File: src/rtl/kamacore_writeback_stage.sv
// kamacore_writeback_stage
//
// Writeback stage in front of the register file write port. It takes results from
// two producers over valid/ready handshakes: the ALU and the load unit. Each producer
// has a one-entry holding register. One entry is granted per cycle and is written to
// a registered write port (rf_we / rf_a / rf_data). pending_mask tells decode which
// destination registers still have a write in flight.
//
// Ports:
//   clk, rst                 clock (rising edge), asynchronous active-high reset
//   alu_valid/ready/rd/data  ALU result handshake
//   mem_valid/ready/rd/data  load result handshake
//   rf_we, rf_a, rf_data     registered register-file write port
//   pending_mask             one bit per register with a held or outgoing write
//
// Optional feature (compile-time macro):
//   KAMACORE_WB_X0_DISCARD_EN  when defined, a granted entry with rd==0 is consumed
//                              without a write, and rd==0 never shows in pending_mask.
module kamacore_writeback_stage #(
  parameter int unsigned CPU_WIDTH      = 32,
  parameter int unsigned REG_ADDR_WIDTH = 5,
  parameter int unsigned STARVE_LIMIT   = 3
) (
  input  logic                           clk,
  input  logic                           rst,
  input  logic                           alu_valid,
  output logic                           alu_ready,
  input  logic [REG_ADDR_WIDTH-1:0]      alu_rd,
  input  logic [CPU_WIDTH-1:0]           alu_data,
  input  logic                           mem_valid,
  output logic                           mem_ready,
  input  logic [REG_ADDR_WIDTH-1:0]      mem_rd,
  input  logic [CPU_WIDTH-1:0]           mem_data,
  output logic                           rf_we,
  output logic [REG_ADDR_WIDTH-1:0]      rf_a,
  output logic [CPU_WIDTH-1:0]           rf_data,
  output logic [(2**REG_ADDR_WIDTH)-1:0] pending_mask
);

  localparam int unsigned StarveW = $clog2(STARVE_LIMIT + 1);
  localparam logic [StarveW-1:0] StarveMax = StarveW'(STARVE_LIMIT);

`ifdef KAMACORE_WB_X0_DISCARD_EN
  localparam bit X0Discard = 1'b1;
`else
  localparam bit X0Discard = 1'b0;
`endif

  // Holding registers
  logic                      alu_hv_q, alu_hv_d, mem_hv_q, mem_hv_d;
  logic [REG_ADDR_WIDTH-1:0] alu_rd_q, mem_rd_q;
  logic [CPU_WIDTH-1:0]      alu_data_q, mem_data_q;
  // age_q = 1 means the load entry was captured before the ALU entry
  logic                      age_q, age_d;
  logic [StarveW-1:0]        starve_q, starve_d;
  logic                      rf_we_q;
  logic [REG_ADDR_WIDTH-1:0] rf_a_q;
  logic [CPU_WIDTH-1:0]      rf_data_q;

  logic                      grant_alu, grant_mem, alu_fire, mem_fire;
  logic                      alu_stays, mem_stays, issue;
  logic [REG_ADDR_WIDTH-1:0] win_rd;
  logic [CPU_WIDTH-1:0]      win_data;

  // Arbitration
  always_comb begin
    grant_alu = 1'b0;
    grant_mem = 1'b0;
    if (alu_hv_q && mem_hv_q) begin
      if (alu_rd_q == mem_rd_q) begin
        // Same destination: oldest first keeps per-register write order
        grant_mem = age_q;
        grant_alu = !age_q;
      end else if (starve_q == StarveMax) begin
        grant_alu = 1'b1;
      end else begin
        grant_mem = 1'b1;
      end
    end else begin
      grant_alu = alu_hv_q;
      grant_mem = mem_hv_q;
    end
  end

  // Ready depends only on state, never on valid
  assign alu_ready = !alu_hv_q || grant_alu;
  assign mem_ready = !mem_hv_q || grant_mem;
  assign alu_fire  = alu_valid && alu_ready;
  assign mem_fire  = mem_valid && mem_ready;
  assign alu_stays = alu_hv_q && !grant_alu;
  assign mem_stays = mem_hv_q && !grant_mem;

  assign win_rd   = grant_alu ? alu_rd_q : mem_rd_q;
  assign win_data = grant_alu ? alu_data_q : mem_data_q;
  assign issue    = (grant_alu || grant_mem) && !(X0Discard && (win_rd == '0));

  always_comb begin
    alu_hv_d = alu_fire ? 1'b1 : alu_stays;
    mem_hv_d = mem_fire ? 1'b1 : mem_stays;

    age_d = age_q;
    if (alu_fire && mem_stays) begin
      age_d = 1'b1;
    end else if (mem_fire && alu_stays) begin
      age_d = 1'b0;
    end else if (alu_fire && mem_fire) begin
      age_d = 1'b0;  // simultaneous capture: ALU counts as older
    end

    starve_d = starve_q;
    if (!alu_hv_q || grant_alu) begin
      starve_d = '0;
    end else if (grant_mem && (starve_q != StarveMax)) begin
      starve_d = starve_q + StarveW'(1);
    end
  end

  always_ff @(posedge clk or posedge rst) begin
    if (rst) begin
      alu_hv_q   <= 1'b0;
      mem_hv_q   <= 1'b0;
      alu_rd_q   <= '0;
      mem_rd_q   <= '0;
      alu_data_q <= '0;
      mem_data_q <= '0;
      age_q      <= 1'b0;
      starve_q   <= '0;
      rf_we_q    <= 1'b0;
      rf_a_q     <= '0;
      rf_data_q  <= '0;
    end else begin
      alu_hv_q <= alu_hv_d;
      mem_hv_q <= mem_hv_d;
      age_q    <= age_d;
      starve_q <= starve_d;
      rf_we_q  <= issue;
      if (alu_fire) begin
        alu_rd_q   <= alu_rd;
        alu_data_q <= alu_data;
      end
      if (mem_fire) begin
        mem_rd_q   <= mem_rd;
        mem_data_q <= mem_data;
      end
      if (issue) begin
        rf_a_q    <= win_rd;
        rf_data_q <= win_data;
      end
    end
  end

  assign rf_we   = rf_we_q;
  assign rf_a    = rf_a_q;
  assign rf_data = rf_data_q;

  always_comb begin
    pending_mask = '0;
    if (alu_hv_q && !(X0Discard && (alu_rd_q == '0))) pending_mask[alu_rd_q] = 1'b1;
    if (mem_hv_q && !(X0Discard && (mem_rd_q == '0))) pending_mask[mem_rd_q] = 1'b1;
    if (rf_we_q) pending_mask[rf_a_q] = 1'b1;
  end

endmodule
File: config.mk
export PLATFORM = sky130hd
export DESIGN_NAME = kamacore_writeback_stage
export DESIGN_NICKNAME = d
export VERILOG_FILES = /design/src/rtl/kamacore_writeback_stage.sv
export SDC_FILE = /design/constraint.sdc
export NUM_CORES = 1
export LEC_CHECK = 0
export CORE_ASPECT_RATIO = 1.5
export CORE_MARGIN = 1
export CORE_UTILIZATION = 25
export DETAILED_ROUTE_END_ITERATION = 12
export PLACE_DENSITY = 0.47
export SLEW_MARGIN = 5
export SYNTH_ARGS = -nofsm -noshare
export SYNTH_HDL_FRONTEND = slang
export SYNTH_SLANG_ARGS = --single-unit
File: constraint.sdc
create_clock -name clk -period 6.22 [get_ports clk]
set_input_delay 1.866 -clock clk [delete_from_list [all_inputs] [get_ports clk]]
set_output_delay 1.866 -clock clk [all_outputs]
set_load 0.02 [all_outputs]
==> impl_metrics.tcl, run 1 <==
set metrics [dict create \
    status "complete, no violations" \
    port_buffers 149 \
    synthMuxAreaShare 0.2133 \
    r2r_cells 6 \
    hold_viol_final 0 \
    rsz0062_at_grt "no" \
    die_h_um 186.0 \
    grt_start_max_net_pins 69 \
    slew_headroom 0.2382 \
    remaining_drc_errors 0 \
    yosys_most_used_dff "dfrtp_1" \
    grt_pass1_wl_um 26320 \
    track_usage 0.1456 \
    cts_tree "built" \
    syn_to_final_growth_pct 41.83 \
    start_util 0.2541 \
    cts_setup_buffers 0 \
    syn_inst 510 \
    dr_wl_met2_um 8539 \
    yosys.area.top_type "dfrtp_1" \
    p_per_area_nw_per_um2 357.7 \
    rows 67 \
    maxCapViolCount 0 \
    tns_ps 0 \
    layout_common_cells "clkdlybuf4s50_1, dfrtp_1, nand2_1" \
    worstMarginPinSlew_ps 1141 \
    synth_top_family_by_area "multiplexers" \
    reg2reg_slack_ps 3080 \
    skew_ps 12.77 \
    cts_made_buffers 17 \
    hold_path_class "register to register" \
    ys_types 40 \
    highest_layer "met4" \
    place.gp.congestion 0.8859 \
    critPathLaunch "mem_hv_q" \
    synth_edf_count 0 \
    dr.first_iter.drc_count 307 \
    cts_sinks 117 \
    num_io_pins 150 \
    finalInstanceArea_sq_um 8005 \
    cts_root_buffer "clkbuf_16" \
    slew_violations 0 \
    fin_crit_ps 4707 \
    vias 4484 \
    ys_seq_elements 117 \
    vias_per_cell 4.770 \
    yosys_warnings 0 \
    diodes 0 \
    final_core_util 0.3603 \
    cp.arrival_ps 2840 \
    layout_commonest_cell "clkdlybuf4s50_1" \
    crit_fanout 10 \
    path_class "register to output port" \
    wl_met1_um 6288 \
    nets 730 \
    setup_viol 0 \
    synthArstFlopShare 1.000 \
    synth_area_leaders "dfrtp_1, mux2_2, nand2_1" \
    syn_avg_cell_area_sq_um 11.07 \
    clk_latency_ps 410 \
    grt-ovfl-total 0 \
    reg2reg_to "alu_data_q[14]" \
    synth_fa_ha_area_frac 0.002217 \
    antenna_found_initial 0 \
    drive_gt1_frac 0.1777 \
    drt-pass1-iter-count 5 \
    routedWlPerCell_um 17.14 \
    whs_ps 472.3 \
    core_region_area_sq_um 22220 \
    cts_hold_buf 0 \
    clock_path_buffers 2 \
    dieArea_sq_um 23190 \
    dieWidth_um 124.7 \
    ctsHtreeMaxLevel 4 \
    max_freq_mhz 212.5 \
    worstSetupEndpointType "output port" \
    post-route-period-util 0.7567 \
    dp_cells 908 \
    met3_length_um 940 \
    yosysTopAreaCellShare 0.5187 \
    start_kind "register" \
    synth_xor_area_frac 0.009311 \
    ant_nets 0 \
    final_cells 940 \
    wl_um 16110 \
    synth_compound_area_frac 0.09599 \
    synth-simple-area-share 0.1275 \
    required_ps 4350 \
    seq_area_frac_synth 0.5187 \
    synthesis.area_sq_um 5644 \
    worstSetupEndpoint "pending_mask[0]" \
    grt_pass1_vias 4817 \
    place_area_sq_um 7366 \
    p_leak_nw 3.476 \
    syn_nets 589 \
    hpwl_um 11360 \
    clkTransAtPathRegs_ps 60 \
    peakVddDrop_mv 0.1476 \
    ctsResizeCount 0 \
    timing.rr.start "mem_rd_q[4]" \
]
-- worst max-delay path: stages, from the launching register on --
cell and delay (ps):
dfrtp_1 550, inv_1 170, nor3_1 790, a222oi_1 220
inv_1 100, clkdlybuf4s50_1 610
-- registers in the layout, indices dropped and copies added (netlist names) --
name        flops
alu_rd_q        5
alu_data_q     32
rf_we           1
mem_hv_q        1
starve_q        2
rf_a            5
alu_hv_q        1
rf_data        32
mem_rd_q        5
mem_data_q     32
age_q           1
-- power by group --
| part | internal [mW] | switching (mW) |
|---|---|---|
| combinational | 0.380 | 0.403 |
| clock | 0.686 | 0.362 |
| sequential | 0.909 | 0.123 |
-- metal layers --
| metal | vias up | track usage |
|---|---|---|
| met3 | 30 | 0.03679 |
| li1 | 2073 | - |
| met2 | 182 | 0.2606 |
| met5 | - | 0 |
| met4 | 0 | 0.06458 |
| met1 | 2199 | 0.1625 |
-- stage by stage --
stage          setup WS (ps)  total power, mW
2_1_floorplan           1253            1.478
3_3_place_gp            1912            1.823
3_5_place_dp            1918            1.837
4_1_cts                 1470            2.910
5_1_grt                 1301            3.027
6_report                1513            2.863
-- Yosys cell counts (all sizes together), types with 2 or more instances --
master and number:
dfrtp 117, nor2 14, buf 11, xor2 3
clkbuf 21, o21ai 39, nor3 4, a222oi 3
a22oi 29, and3 6, nor3b 10, xnor2 3
and2 2, inv 8, nand2 104, and3b 7
a31oi 2, or2 2, nand3 2, mux2i 37
mux2 74
-- logic make-up after synthesis --
group | Yosys count
flops | 117
fa+ha+maj | 1
mux | 111
xor+xnor | 6
simple gates | 156
compound gates | 79
buf+inv | 40
-- worst min-delay path by stage --
stage	start	endpoint	cells past startpoint
2_1_floorplan	mem_data_q[10]	rf_data[10]	2
3_3_place_gp	mem_data_q[6]	rf_data[6]	2
3_5_place_dp	mem_data_q[29]	rf_data[29]	2
4_1_cts	mem_data_q[29]	rf_data[29]	2
5_1_grt	mem_data_q[2]	rf_data[2]	2
6_report	mem_data_q[7]	rf_data[7]	2
-- final cells by class --
cell class / count / area, sq um
fillers: 2186 / 14210
flip-flops and latches: 117 / 2929
multi-input cells: 353 / 2530
repair buffers: 154 / 1529
clock buffers: 18 / 439.2
well taps: 276 / 345.3
clock inverters: 14 / 200.2
inverters: 8 / 32.53
No activity file was read; power rests on OpenSTA's default activity.
==> inputs of run 2 (changes only) <==
--- a/config.mk
+++ b/config.mk
@@ -9,7 +9,7 @@
 export CORE_MARGIN = 1
 export CORE_UTILIZATION = 25
 export DETAILED_ROUTE_END_ITERATION = 12
-export PLACE_DENSITY = 0.47
+export PLACE_DENSITY = 0.48
 export SLEW_MARGIN = 5
 export SYNTH_ARGS = -nofsm -noshare
 export SYNTH_HDL_FRONTEND = slang
==> constraint.sdc (replaced) <==
create_clock -name clk -period 4.2 [get_ports clk]
set_input_delay 1.26 -clock clk [delete_from_list [all_inputs] [get_ports clk]]
set_output_delay 1.26 -clock clk [all_outputs]
set_load 0.02 [all_outputs]
==> run 2 against run 1 <==
  * Combinational power up 49%
  * Sequential share of layout area down 0.32 points
  * Clock skew down 4.7 ps
  * Highest routed layer unchanged
==> impl_metrics.tcl, run 2 (synthesis gave the netlist of run 1 again) <==
set metrics [dict create \
    ant_nets 0 \
    worstMarginPinSlew_ps 758.2 \
    crit_fanout 20 \
    grt-ovfl-total 0 \
    clock_path_buffers 2 \
    drt-pass1-iter-count 8 \
    ctsHtreeMaxLevel 4 \
    worstSetupEndpointType "output port" \
    layout_commonest_cell "clkdlybuf4s50_1" \
    tns_ps 0 \
    cts_root_buffer "clkbuf_16" \
    finalInstanceArea_sq_um 8075 \
    grt_pass1_vias 4708 \
    path_class "register to output port" \
    grt_start_max_net_pins 118 \
    antenna_found_initial 0 \
    dieArea_sq_um 23190 \
    place.gp.congestion 0.8417 \
    combinationalPowerShare 0.274 \
    rsz0062_at_grt "no" \
    p_sw_mw 1.289 \
    remaining_drc_errors 0 \
    slew_headroom 0.4927 \
    clkTransAtPathRegs_ps 50 \
    power.internal_mw 2.958 \
    power.share.clock 0.365 \
    dr.first_iter.drc_count 245 \
    diodes 0 \
    maxCapViolCount 0 \
    clk_latency_ps 420 \
    core_region_area_sq_um 22220 \
    seq_power_share 0.361 \
    syn_to_final_growth_pct 43.07 \
    port_buffers 149 \
    p_per_area_nw_per_um2 525.9 \
    cts_tree "built" \
    grt_pass1_wl_um 26140 \
    cts_made_buffers 17 \
    hold_viol_final 0 \
    p_leak_nw 3.522 \
    num_io_pins 150 \
    hpwl_um 11670 \
    power_mw 4.247 \
    start_util 0.2541 \
    track_usage 0.1476 \
    cts_sinks 117 \
    post-route-period-util 0.9554 \
    status "complete, no violations" \
    vias 4467 \
    start_kind "register" \
    place_area_sq_um 7437 \
    max_freq_mhz 249.2 \
    setup_viol 0 \
    fin_crit_ps 4013 \
    cts_setup_buffers 0 \
    drive_gt1_frac 0.1839 \
    nets 736 \
    skew_ps 8.095 \
    routedWlPerCell_um 17.39 \
    hold_path_class "register to register" \
    cp.arrival_ps 2750 \
    final_core_util 0.3635 \
    switching_share 0.3034 \
    layout_common_cells "clkdlybuf4s50_1, dfrtp_1, nand2_1" \
    vias_per_cell 4.727 \
    dieWidth_um 124.7 \
    peakVddDrop_mv 0.2580 \
    required_ps 2940 \
    wl_um 16440 \
    slew_violations 0 \
    die_h_um 186.0 \
    rows 67 \
]
-- run 2: changes by cell type in the layout (fill, tap and decap cells not counted), sizes merged --
cell	before	now
buf	5	11
bufinv	4	3
clkbuf	18	24
clkinv	4	3
clkinvlp	3	2
inv	11	7
-- run 2: routing by layer --
metal	vias up	track usage	share of wire
met2	178	0.2656	0.53
met1	2176	0.1597	0.38
li1	2084	-	-
met4	0	0.06410	0.022
met5	-	0	0
met3	29	0.04427	0.065
-- run 2: critical path, stage by stage (launching register included) --
cell and delay, ps:
dfrtp_2 710, nand2b_1 180, nor2_1 520, a22oi_1 190
nand2_1 120, clkdlybuf4s50_1 610
-- run 2: what timing repair did --
action | CTS | global route
gates resized for setup | 0 | 1
endpoints found under the hold margin | 0 | 0
hold buffers | 0 | 0
endpoints found under the setup margin | 0 | 1
-- run 2: power by group through the flow --
stage	registers, mW	clock network, mW	logic [mW]
6_report	1.53	1.55	1.17
5_1_grt	1.57	1.65	1.27
4_1_cts	1.54	1.60	1.18
3_5_place_dp	1.55	0	1.18
3_3_place_gp	1.54	0	1.17
2_1_floorplan	1.58	0	0.607
-- run 2: layout make-up --
cell class	count	area, sq um
clock buffers	24	521.8
clock inverters	7	116.4
fillers	2205	14140
inverters	8	33.78
multi-input cells	353	2530
flip-flops and latches	117	2929
well taps	276	345.3
repair buffers	160	1599
-- run 2: final timing paths --
path | start | endpoint | slack [ps] | cells after the start
worst max-delay path | alu_hv_q | pending_mask[8] | 190 | 5
worst min-delay path | mem_data_q[24] | rf_data[24] | 470 | 2
worst max register to register | mem_rd_q[2] | mem_data_q[22] | 1480 | 6
worst min register to register | mem_data_q[24] | rf_data[24] | 470 | 2
max in group asynchronous | rst | alu_hv_q | 2320 | 3
min in group asynchronous | rst | rf_data[17] | 1380 | 3
-- run 2: stage by stage --
step                      setup slack, ps  instances  hold slack [ps]
final                               187.3        945            474.4
after global routing                15.47        945            490.0
after CTS                           141.4        945            478.2
after detailed placement            610.5        914            463.7
after global placement              651.0        914            455.6
after floorplan                      1344        510            444.4
